File: config.mk
export PLATFORM = sky130hd
export DESIGN_NAME = sub_block_accum
export DESIGN_NICKNAME = d
export VERILOG_FILES = /design/src/rtl/sub_pkg.sv /design/src/rtl/sub_term_check.sv /design/src/rtl/sub_block_accum.sv
export SDC_FILE = /design/constraint.sdc
export NUM_CORES = 1
export LEC_CHECK = 0
export ABC_AREA = 1
export BUFFER_PORTS_ARGS = -buffer_cell sky130_fd_sc_hd__buf_2
export CAP_MARGIN = 20
export CORE_UTILIZATION = 60
export CTS_CLUSTER_SIZE = 12
export DETAILED_ROUTE_END_ITERATION = 16
export PLACE_DENSITY = 0.89
export SYNTH_ARGS = -nofsm -noshare
export SYNTH_HDL_FRONTEND = slang
export SYNTH_SLANG_ARGS = --single-unit
File: constraint.sdc
create_clock -name clk -period 6.8 [get_ports clk]
set_input_delay 0.68 -clock clk [delete_from_list [all_inputs] [get_ports clk]]
set_output_delay 0.68 -clock clk [all_outputs]
set_load 0.03 [all_outputs]
File: src/rtl/sub_pkg.sv
// Shared types, widths and the term helper for the subtractor-stage accumulator.
package sub_pkg;

    localparam int DATA_W = 8;

    typedef enum logic {
        ACCUM = 1'b0,
        HOLD  = 1'b1
    } state_e;

    // Exact x-y as a sign-extended value: the borrow is the 9th (sign) bit
    // above the 8-bit upstream difference. Bits at and above acc_w are
    // zeroed; callers cast the result down to their accumulator width, so
    // accumulators wider than 32 bits are not supported.
    function automatic logic [31:0] term_ext(
        input logic [DATA_W-1:0] x,
        input logic [DATA_W-1:0] y,
        input logic [DATA_W-1:0] diff,
        input int                acc_w
    );
        logic        borrow;
        logic [31:0] t;
        borrow = (x < y);
        t = 32'($signed({borrow, diff}));
        for (int i = 0; i < 32; i++) begin
            if (i >= acc_w) begin
                t[i] = 1'b0;
            end
        end
        return t;
    endfunction

endpackage

File: src/rtl/sub_term_check.sv
// Combinational per-sample decode: borrow, sign-extended exact difference,
// and a mismatch flag when the upstream diff is not (x-y) mod 256.
module sub_term_check
    import sub_pkg::*;
#(
    parameter int ACC_W = 16
) (
    input  logic [DATA_W-1:0] x_i,
    input  logic [DATA_W-1:0] y_i,
    input  logic [DATA_W-1:0] diff_i,
    output logic              borrow_o,
    output logic              mismatch_o,
    output logic [ACC_W-1:0]  term_o
);

    logic [DATA_W-1:0] expect_diff;

    assign borrow_o    = (x_i < y_i);
    assign expect_diff = x_i - y_i;
    assign mismatch_o  = (diff_i != expect_diff);
    // The term uses diff as given, so a faulty upstream value is still summed.
    assign term_o      = ACC_W'(term_ext(x_i, y_i, diff_i, ACC_W));

endmodule

File: src/rtl/sub_block_accum.sv
// Block accumulator: sums NUM_SAMPLES exact differences, then holds the sum
// and borrow count until the downstream takes it.
//
// Handshakes: a transfer happens on a rising edge where valid && ready are
// both high; valid never depends on ready, and in_ready depends on state only.
module sub_block_accum
    import sub_pkg::*;
#(
    parameter int NUM_SAMPLES = 16,
    parameter int ACC_W       = 16
) (
    input  logic              clk,
    input  logic              rst,
    input  logic              clear,
    input  logic              in_valid,
    output logic              in_ready,
    input  logic [DATA_W-1:0] x,
    input  logic [DATA_W-1:0] y,
    input  logic [DATA_W-1:0] diff,
    output logic              out_valid,
    input  logic              out_ready,
    output logic [ACC_W-1:0]  acc_out,
    output logic [8:0]        borrow_cnt,
    output logic              err,
    output state_e            state_o
);

    localparam int                CNT_W = (NUM_SAMPLES > 2) ? $clog2(NUM_SAMPLES) : 1;
    localparam logic [CNT_W-1:0]  LAST  = CNT_W'(NUM_SAMPLES - 1);

    state_e             state_q, state_d;
    logic [CNT_W-1:0]   cnt_q, cnt_d;
    logic [ACC_W-1:0]   acc_q, acc_d;
    logic [8:0]         bc_q, bc_d;
    logic [ACC_W-1:0]   acc_out_q, acc_out_d;
    logic [8:0]         borrow_cnt_q, borrow_cnt_d;
    logic               err_q, err_d;

    logic               borrow;
    logic               mismatch;
    logic [ACC_W-1:0]   term;
    logic               accept;

    sub_term_check #(
        .ACC_W (ACC_W)
    ) u_term (
        .x_i        (x),
        .y_i        (y),
        .diff_i     (diff),
        .borrow_o   (borrow),
        .mismatch_o (mismatch),
        .term_o     (term)
    );

    assign accept = in_valid && (state_q == ACCUM);

    // Next-state and datapath update; every register defaults to holding.
    always_comb begin
        state_d      = state_q;
        cnt_d        = cnt_q;
        acc_d        = acc_q;
        bc_d         = bc_q;
        acc_out_d    = acc_out_q;
        borrow_cnt_d = borrow_cnt_q;
        err_d        = err_q;
        case (state_q)
            ACCUM: begin
                if (accept) begin
                    err_d = err_q | mismatch;
                    if (cnt_q == '0) begin
                        // First sample of a block loads rather than adds.
                        acc_d = term;
                        bc_d  = 9'(borrow);
                        cnt_d = CNT_W'(1);
                    end else if (cnt_q == LAST) begin
                        acc_out_d    = acc_q + term;
                        borrow_cnt_d = bc_q + 9'(borrow);
                        cnt_d        = '0;
                        state_d      = HOLD;
                    end else begin
                        acc_d = acc_q + term;
                        bc_d  = bc_q + 9'(borrow);
                        cnt_d = cnt_q + CNT_W'(1);
                    end
                end
            end
            HOLD: begin
                if (out_ready) begin
                    state_d = ACCUM;
                end
            end
            default: state_d = ACCUM;
        endcase
    end

    // State and datapath registers; rst and clear flush everything.
    always_ff @(posedge clk) begin
        if (rst || clear) begin
            state_q      <= ACCUM;
            cnt_q        <= '0;
            acc_q        <= '0;
            bc_q         <= '0;
            acc_out_q    <= '0;
            borrow_cnt_q <= '0;
            err_q        <= 1'b0;
        end else begin
            state_q      <= state_d;
            cnt_q        <= cnt_d;
            acc_q        <= acc_d;
            bc_q         <= bc_d;
            acc_out_q    <= acc_out_d;
            borrow_cnt_q <= borrow_cnt_d;
            err_q        <= err_d;
        end
    end

    assign in_ready   = (state_q == ACCUM);
    assign out_valid  = (state_q == HOLD);
    assign acc_out    = acc_out_q;
    assign borrow_cnt = borrow_cnt_q;
    assign err        = err_q;
    assign state_o    = state_q;

endmodule

Word-level counts from Yosys, hierarchy flattened
Cells that the tools add are included.
{"block": "word_totals", "in_bits": 29, "elab_cells": 35, "register_bits": 56, "out_inout_bits": 29}
{"block": "op_classes", "mux": 11, "n_reduce_logical": 6, "n_eq_ne": 3, "add_sub_neg": 4, "bitwise_logic": 3, "order_cmp": 1}
{"op": "$mux W16", "n": 2}
{"op": "$mux W9", "n": 2}
{"op": "$add A16 B16 Y16", "n": 1}
{"op": "$add A9 B1 Y9", "n": 1}
{"op": "$lt A8 B8 Y1", "n": 1}
{"op": "$mux W4", "n": 2}
{"op": "$ne A8 B8 Y1", "n": 1}
{"op": "$sub A8 B8 Y8", "n": 1}
{"op": "$add A4 B1 Y4 const B", "n": 1}
{"op": "$eq A4 B4 Y1 const B", "n": 1}
{"op": "$logic_not A4 Y1", "n": 1}
{"op": "$mux W1", "n": 4}
{"op": "$reduce_and A4 Y1", "n": 1}
{"op": "$reduce_and A3 Y1", "n": 1}
{"op": "$ne A2 B2 Y1 const B", "n": 1}
{"op": "$not A1 Y1", "n": 2}
{"op": "$pmux W1 S2", "n": 1}
{"op": "$reduce_and A2 Y1", "n": 1}
{"op": "$logic_and A1 B1 Y1", "n": 1}
{"op": "$logic_or A1 B1 Y1", "n": 1}
{"op": "$or A1 B1 Y1", "n": 1}

Longest topological paths before layout
Gate-level depths: netlist of run 1.
{"block": "depth", "word_depth": 5, "mapped_depth": 21}

Modules after synthesis
Synthesis of run 1 repeated with hierarchy kept, for this count alone.
{"block": "unflattened", "cells_unflattened": 637, "hier_area_um2": 4146.5}
{"module": "sub_block_accum", "n_inst": 1, "area_each_um2": 3447.1, "seq_area_each_um2": 1121.1, "cells_per_inst": 508}
{"module": "sub_term_check", "n_inst": 1, "area_each_um2": 699.4, "seq_area_each_um2": 0.0, "cells_per_inst": 129}

Worst setup path before layout of run 1
Ideal clock, no wire load.
{"block": "synth_timing", "kind": "input port to flip-flop", "startpoint": "input x[0]", "endpoint": "register acc_out_q[15], in the netlist acc_out[15]", "t_arrival_ns": 2.946, "stages": 20, "path_slack_ns": 3.745, "n_path_buf": 0, "setup_time_ns": 0.109, "cell_sequence": "inv_1 ha_1 fa_1 inv_1 nand3_1 nand2_1 nand2_1 nand2_1 inv_2 ha_1 a21oi_1 o21ai_0 nand2_1 nand2_1 a21oi_1 nand2_1 nand2_1 nand2_1 nand2_1 inv_1"}
{"block": "synth_between", "elab_chain_cells": 2}
{"item": "start: declaration", "line": "sub_block_accum.sv:17", "rtl": "input logic [DATA_W-1:0] x,"}
{"item": "$lt A8 B8 Y1", "line": "sub_pkg.sv:23", "rtl": "borrow = (x < y);"}
{"item": "$add A16 B16 Y16", "line": "sub_block_accum.sv:76", "rtl": "acc_out_d = acc_q + term;"}
{"item": "end signal: assignment", "line": "sub_block_accum.sv:111", "rtl": "acc_out_q <= acc_out_d;"}
{"item": "end: declaration", "line": "sub_block_accum.sv:35", "rtl": "logic [ACC_W-1:0] acc_out_q, acc_out_d;"}
Every way passes these cells.
A chain may end at the register's enable or synchronous reset.

Worst setup path after layout of run 1
{"block": "layout_timing", "startpoint": "input y[0]", "endpoint": "register acc_out_q[15], in the netlist acc_out[15]"}
{"block": "layout_between", "elab_chain_cells": 2}
{"item": "start: declaration", "line": "sub_block_accum.sv:18", "rtl": "input logic [DATA_W-1:0] y,"}
{"item": "$lt A8 B8 Y1", "line": "sub_pkg.sv:23"}
{"item": "$add A16 B16 Y16", "line": "sub_block_accum.sv:76"}
Every way passes these cells.

==> results of run 1 <==
==> per-layer routing <==
layer / wire length [µm] / GRT usage (%) / share of wire [%] / up-vias
li1: - / - / - / 1911
met1: 3920 / 33.3 / 44 / 1638
met2: 4350 / 51.5 / 49 / 99
met3: 400 / 4.04 / 4.5 / 19
met4: 206 / 10.7 / 2.3 / 0
met5: 0 / 0 / 0 / -
==> power groups by stage <==
stage | combinational [mW] | sequential (mW) | clock (mW)
3_3_place_gp | 0.178 | 0.345 | 0
3_5_place_dp | 0.184 | 0.345 | 0
2_1_floorplan | 0.142 | 0.345 | 0
6_report | 0.188 | 0.338 | 0.254
4_1_cts | 0.186 | 0.338 | 0.255
5_1_grt | 0.213 | 0.339 | 0.265
==> layout make-up <==
class,count,area [µm²]
tap,75,93.8
sequential,56,1120
clock inverter,2,60.1
multi-input combinational,416,2240
timing repair buffer,58,293
inverter,87,332
clock buffer,5,68.8
fill,513,1780
==> placed cells by master, fill, tap and decap left out <==
cell and instances:
nand2_1 165, inv_1 82, nor2_1 60, buf_2 57, dfxtp_1 56, a21oi_1 37
nand3_1 30, o21ai_0 28, ha_1 27, xor2_1 14, a31oi_1 8, xnor2_1 8
a21o_1 6, nand4_1 5, clkbuf_8 5, a21oi_2 4, nand3_2 4, inv_2 3
nand3b_1 3, nor3_1 3, nand2_4 2, nor2_4 2, nand2_2 2, fa_1 2
bufinv_16 2, o21a_1 1, clkinv_4 1, a31oi_4 1, clkinv_1 1, o21ai_1 1
a221oi_1 1, a22oi_1 1, o211ai_1 1, buf_4 1
==> worst reg2reg max path: cells and delay by family (launching register included) <==
kind                       cells  cell delay (ps)
adders and majority gates      2              580
buffers and inverters          2              100
DFF                            1              350
and+or+nand+nor               10              970
==> cells in the mapped netlist, types with 4 or more instances <==
cell / count
nand2_1: 165
inv_1: 82
nor2_1: 60
dfxtp_1: 56
a21oi_1: 37
nand3_1: 30
o21ai_0: 28
ha_1: 27
xor2_1: 14
a31oi_1: 8
xnor2_1: 8
a21o_1: 6
buf_2: 6
clkbuf_1: 6
nand4_1: 5
a21oi_2: 4
nand3_2: 4
==> flip-flops by register name, indices dropped and copies added (netlist names) <==
signal,count
acc_q,16
out_valid,1
err,1
bc_q,9
acc_out,16
borrow_cnt,9
cnt_q,4
==> cells by family after synthesis <==
logic type,share of synthesized area (%)
AOI/OAI and AO/OA,13.6
buffers and inverters,11.0
adders and majority gates,10.0
DFF,29.7
and+or+nand+nor,30.7
xor gates and xnor gates,5.10
==> worst paths after layout <==
check	startpoint	end	cells after the start
setup reg to reg	acc_q[0]$_SDFFE_PP0P_	acc_out[14]$_SDFFE_PP0P_	14
hold reg to reg	borrow_cnt[2]$_SDFFE_PP0P_	borrow_cnt[2]$_SDFFE_PP0P_	2
setup / recovery	y[0]	acc_out[15]$_SDFFE_PP0P_	20
hold / removal	borrow_cnt[2]$_SDFFE_PP0P_	borrow_cnt[2]$_SDFFE_PP0P_	2
==> stage by stage <==
step | utilization (%) | cell area (µm²) | total power [mW]
2_1_floorplan | - | 3780 | 0.486
3_3_place_gp | 68.2 | 4080 | 0.523
3_5_place_dp | 68.2 | 4080 | 0.529
4_1_cts | 70.3 | 4210 | 0.779
5_1_grt | 70.3 | 4210 | 0.816
6_report | 70.3 | 4210 | 0.779
==> results.ini, run 1 <==
[status]
outcome=finished clean

[placement]
placedCellCount=692
io_buffers=57
hpwl_um=6520
gp_congestion=0.919
place_ws_ps=3320

[sta]
rsz0062_at_grt=false
fin_ws_ps=3600
worstMarginPinSlew_ps=996
hold_violations=0
skew_ps=10.9
fmax_mhz=312
whs_ps=464
period_minus_slack_ps=3200
fin_crit_sh_pct=47.1
setup_viol_count_final=0
slew_violations=0
tns_ps=0
relSlewSlack_pct=33.3

[die]
initial_core_util_pct=63.1
die-area_um2=6620
fp.dieW_um=81.4
placement_rows=28
io_pins=58
fp.coreArea_um2=5990
fp.dieH_um=81.4

[drt]
routedWlPerCell_um=12.7
routed_wl_um=8880
vias=3667
vias_per_cell=5.25
first_iter_violations=181
detail_route.first_pass.iterations=5
drc=0
postRouteAntennaNets=0

[logic_synthesis]
synth_cell_type_count=34
async_flop_share_pct=0
avgSynthCellArea_um2=6.59
yosys.area.top_type_share_pct=29.7
synth-warning-count=0
syn_area_um2=3780
synth-seq-cells=56
yosysTopAreaCell=dfxtp_1
synth.yosys.seq_area_share_pct=29.7
yosys_most_used_dff=dfxtp_1
synth_edf_count=0
syn_inst=574
synthesis.nets=632
synth_area_leaders=dfxtp_1 (30%), nand2_1 (16%), ha_1 (8.9%), inv_1 (8.1%), nor2_1 (6.0%)

[clock_tree]
clock_sinks=56
cts_resized=0
root_buffer=clkbuf_8
clockBufferDepth=2
clk_pin_slew_ps=100
cts_hold_buf=0
cts_setup_buffers=0
insertion_delay_ps=310
cts_tree=done
htree_num_levels=2
numCtsBuffers=5

[setup_path]
r2r_setup_slack_ps=4700
path_class=in -> reg
critPathArrivalTime_ps=3420
path_max_fanout=9
crit_path_end_kind=flip-flop
cp_num_buf_inv=4
cp_top_family=adder cells
slowest_delay_ps=410
crit_required_ps=7010
crit_chain=buf_2 > ha_1 > fa_1 > inv_1 > nand3_1 > nand2_1 > nand2_1 > nand2_1 > inv_2 > ha_1 > a21oi_1 > o21ai_0 > nand2_1 > nand2_1 > a21oi_1 > nand2_1 > nand2_1 > nand2_1 > nand2_1 > inv_1
cpMostUsedCell=nand2_1
critPathLaunchType=primary input
cp_slowest_cell=fa_1

[grt]
grt_max_degree=44
grt_pass1_wl_um=14800
grt_pass1_vias=3449
grt_usage_pct=28.4
overflow=0
antenna_found_initial=0

[hold_path]
hold_class=reg -> reg

[run]
cap_violations=0

[pwr]
ir_drop_mv=0.180
clkPwrFrac_pct=32.6
p_comb_share_pct=24.1
intPower_uw=545
p_switching_uw=234
pwr-share-seq_pct=43.3
leakage_nw=2.27
switching_share_pct=30.1
power_density_nw_per_um2=185

[layout]
fin_cells=699
drive_gt1_share_pct=13.5
num_antenna_cells=0
area_delta_synth_final_pct=11.5
final_nets=682

(Power assumes the default switching activity.)
==> inputs of run 2 (changes only) <==
Settings changed: CORE_UTILIZATION 60 to 52, PLACE_DENSITY 0.89 to 0.82.
Clock period 6.8 ns to 2.77 ns, I/O delays scaled along.
==> results.ini, run 2 (same netlist as run 1, synthesis figures left out) <==
[setup_path]
crit_required_ps=3000  ; -4010 ps
path_max_fanout=8  ; -1
critPathLaunchType=primary input
crit_path_end_kind=flip-flop
path_class=in -> reg
critPathArrivalTime_ps=2820  ; -600 ps

[pwr]
p_comb_share_pct=28.1  ; +4.0 points
ir_drop_mv=0.390  ; +120%
switching_share_pct=32.2  ; +2.1 points
leakage_nw=2.37  ; +4.3%
pwr-share-seq_pct=43.0  ; -0.3 points
intPower_mw=1.31  ; +140%
power_density_nw_per_um2=431  ; +130%
p_switching_uw=623  ; +170%
clkPwrFrac_pct=28.9  ; -3.7 points

[placement]
gp_congestion=0.985  ; +7.2%
dpl_cell_area_um2=4270  ; +4.4%
hpwl_um=6920  ; +6.2%
place_ws_ps=-156  ; -3470 ps
io_buffers=57  ; unchanged

[hold_path]
hold_class=in -> reg

[drt]
vias_per_cell=5.12  ; -2.3%
routedWlPerCell_um=12.7  ; -0.17%
routed_wl_um=9390  ; +5.7%
detail_route.first_pass.iterations=5  ; unchanged
vias=3792  ; +3.4%
drc=0  ; unchanged
postRouteAntennaNets=0  ; unchanged
first_iter_violations=213  ; +18%

[layout]
num_antenna_cells=0  ; unchanged
final_core_util_pct=65.1  ; -5.3 points
area_delta_synth_final_pct=18.9
layout_commonest_cell=nand2_1
design_area_um2=4490  ; +6.7%
fillers=643  ; +25%
drive_gt1_share_pct=18.3  ; +4.9 points
final_nets=701  ; +2.8%
layout.cells.most_common_list=nand2_1 (164), inv_1 (82), nor2_1 (60)

[die]
fp.coreArea_um2=6910  ; +15%
io_pins=58  ; unchanged
die-area_um2=7610  ; +15%
placement_rows=30  ; +7.1%
initial_core_util_pct=54.7  ; -8.4 points
fp.dieH_um=87.3  ; +7.2%
fp.dieW_um=87.3  ; +7.2%

[clock_tree]
cts_setup_buffers=0  ; unchanged
htree_num_levels=2  ; unchanged
insertion_delay_ps=320  ; about the same
root_buffer=clkbuf_8
clk_pin_slew_ps=100  ; about the same
clockBufferDepth=2  ; unchanged
cts_hold_buf=0  ; unchanged
cts_tree=done
numCtsBuffers=5  ; unchanged
clock_sinks=56  ; unchanged

[sta]
rsz0062_at_grt=true
skew_ps=9.78  ; -1.15 ps
hold_violations=0  ; unchanged
slew_violations=0  ; unchanged
relSlewSlack_pct=64.3  ; +31 points
period_minus_slack_ps=2590
worstMarginPinSlew_ps=536  ; -460 ps
fin_crit_sh_pct=93.5
fmax_mhz=386
setup_viol_count_final=0  ; unchanged
fin_ws_ps=180  ; -3420 ps

[grt]
grt_usage_pct=25.0  ; -3.4 points
grt_pass1_wl_um=15200  ; +2.9%
met3_usage_pct=3.41  ; -0.63 points
overflow=0  ; unchanged
grt_pass1_vias=3462  ; +0.38%
grt_use_met1_pct=32.4  ; -0.89 points
grtUsageMet2_pct=43.3  ; -8.2 points
antenna_found_initial=0  ; unchanged
grt_max_degree=34  ; -23%
top_usage_layer=met2

[run]
cap_violations=0  ; unchanged

[status]
outcome=finished clean

-- run 2: cell count changes in the layout (fill, tap and decap cells not counted), moves of 2 or more --
cell	before	now
ha_1	27	21
ha_4	0	6
nor3_2	0	2
a21oi_1	37	32
buf_4	1	19
a21oi_2	4	9
nor3_1	3	1
-- run 2: worst paths after layout --
check	to	slack, ps	startpoint	depth (start not counted)
max	acc_out[15]$_SDFFE_PP0P_	180	y[0]	22
min	out_valid$_SDFF_PP0_	240	out_ready	4
max reg2reg	acc_out[8]$_SDFFE_PP0P_	630	acc_q[0]$_SDFFE_PP0P_	14
min reg2reg	err$_SDFFE_PP0P_	470	err$_SDFFE_PP0P_	2
-- run 2: timing repair --
| item | 4_1_cts | 5_1_grt |
|---|---|---|
| resized for setup | 0 | 18 |
| setup endpoints to repair | 0 | 12 |
| hold endpoints to repair | 0 | 0 |
-- run 2: critical path, stage by stage --
cell	delay, ps
buf_2	100
ha_1	220
fa_1	410
inv_1	90
nand3_1	90
nand2_1	100
nand2_1	90
nand2_2	120
inv_4	100
buf_4	160
ha_4	280
nand2_1	100
o21ai_0	170
inv_1	50
nand2_1	80
inv_1	50
nand2_1	50
nand2_1	70
nand2_1	70
nand2_1	40
nand2_1	60
inv_1	40
-- run 2: final cells by class --
type | count | area (µm²) | share of cell area [%]
clock inverters | 2 | 38.8 | 0.863
clock buffers | 6 | 72.6 | 1.62
repair buffers | 77 | 448 | 9.97
inverters | 87 | 334 | 7.44
flip-flops and latches | 56 | 1120 | 25.0
well taps | 96 | 120 | 2.67
multi-input cells | 416 | 2360 | 52.5
-- run 2: power groups by stage --
stage | clock (mW) | combinational [mW] | sequential, mW
4_1_cts | 0.558 | 0.503 | 0.829
6_report | 0.559 | 0.545 | 0.832
2_1_floorplan | 0 | 0.348 | 0.846
3_3_place_gp | 0 | 0.487 | 0.847
3_5_place_dp | 0 | 0.500 | 0.848
5_1_grt | 0.592 | 0.611 | 0.835
-- run 2: per-stage QoR --
| stage | instances | power, mW | hold slack [ps] | TNS (ps) |
|---|---|---|---|---|
| 5_1_grt | 740 | 2.04 | 245 | -56.3 |
| 3_3_place_gp | 732 | 1.33 | 436 | -337 |
| 3_5_place_dp | 732 | 1.35 | 447 | -1160 |
| 4_1_cts | 740 | 1.89 | 234 | 0 |
| 6_report | 740 | 1.94 | 236 | 0 |
| 2_1_floorplan | 574 | 1.19 | 446 | 0 |
-- run 2: per-layer routing --
metal	vias up	wire (µm)	part of all wire, %
met2	107	4550	48
met4	0	150	1.6
met5	-	0	0
met1	1716	4170	44
li1	1952	-	-
met3	17	517	5.5
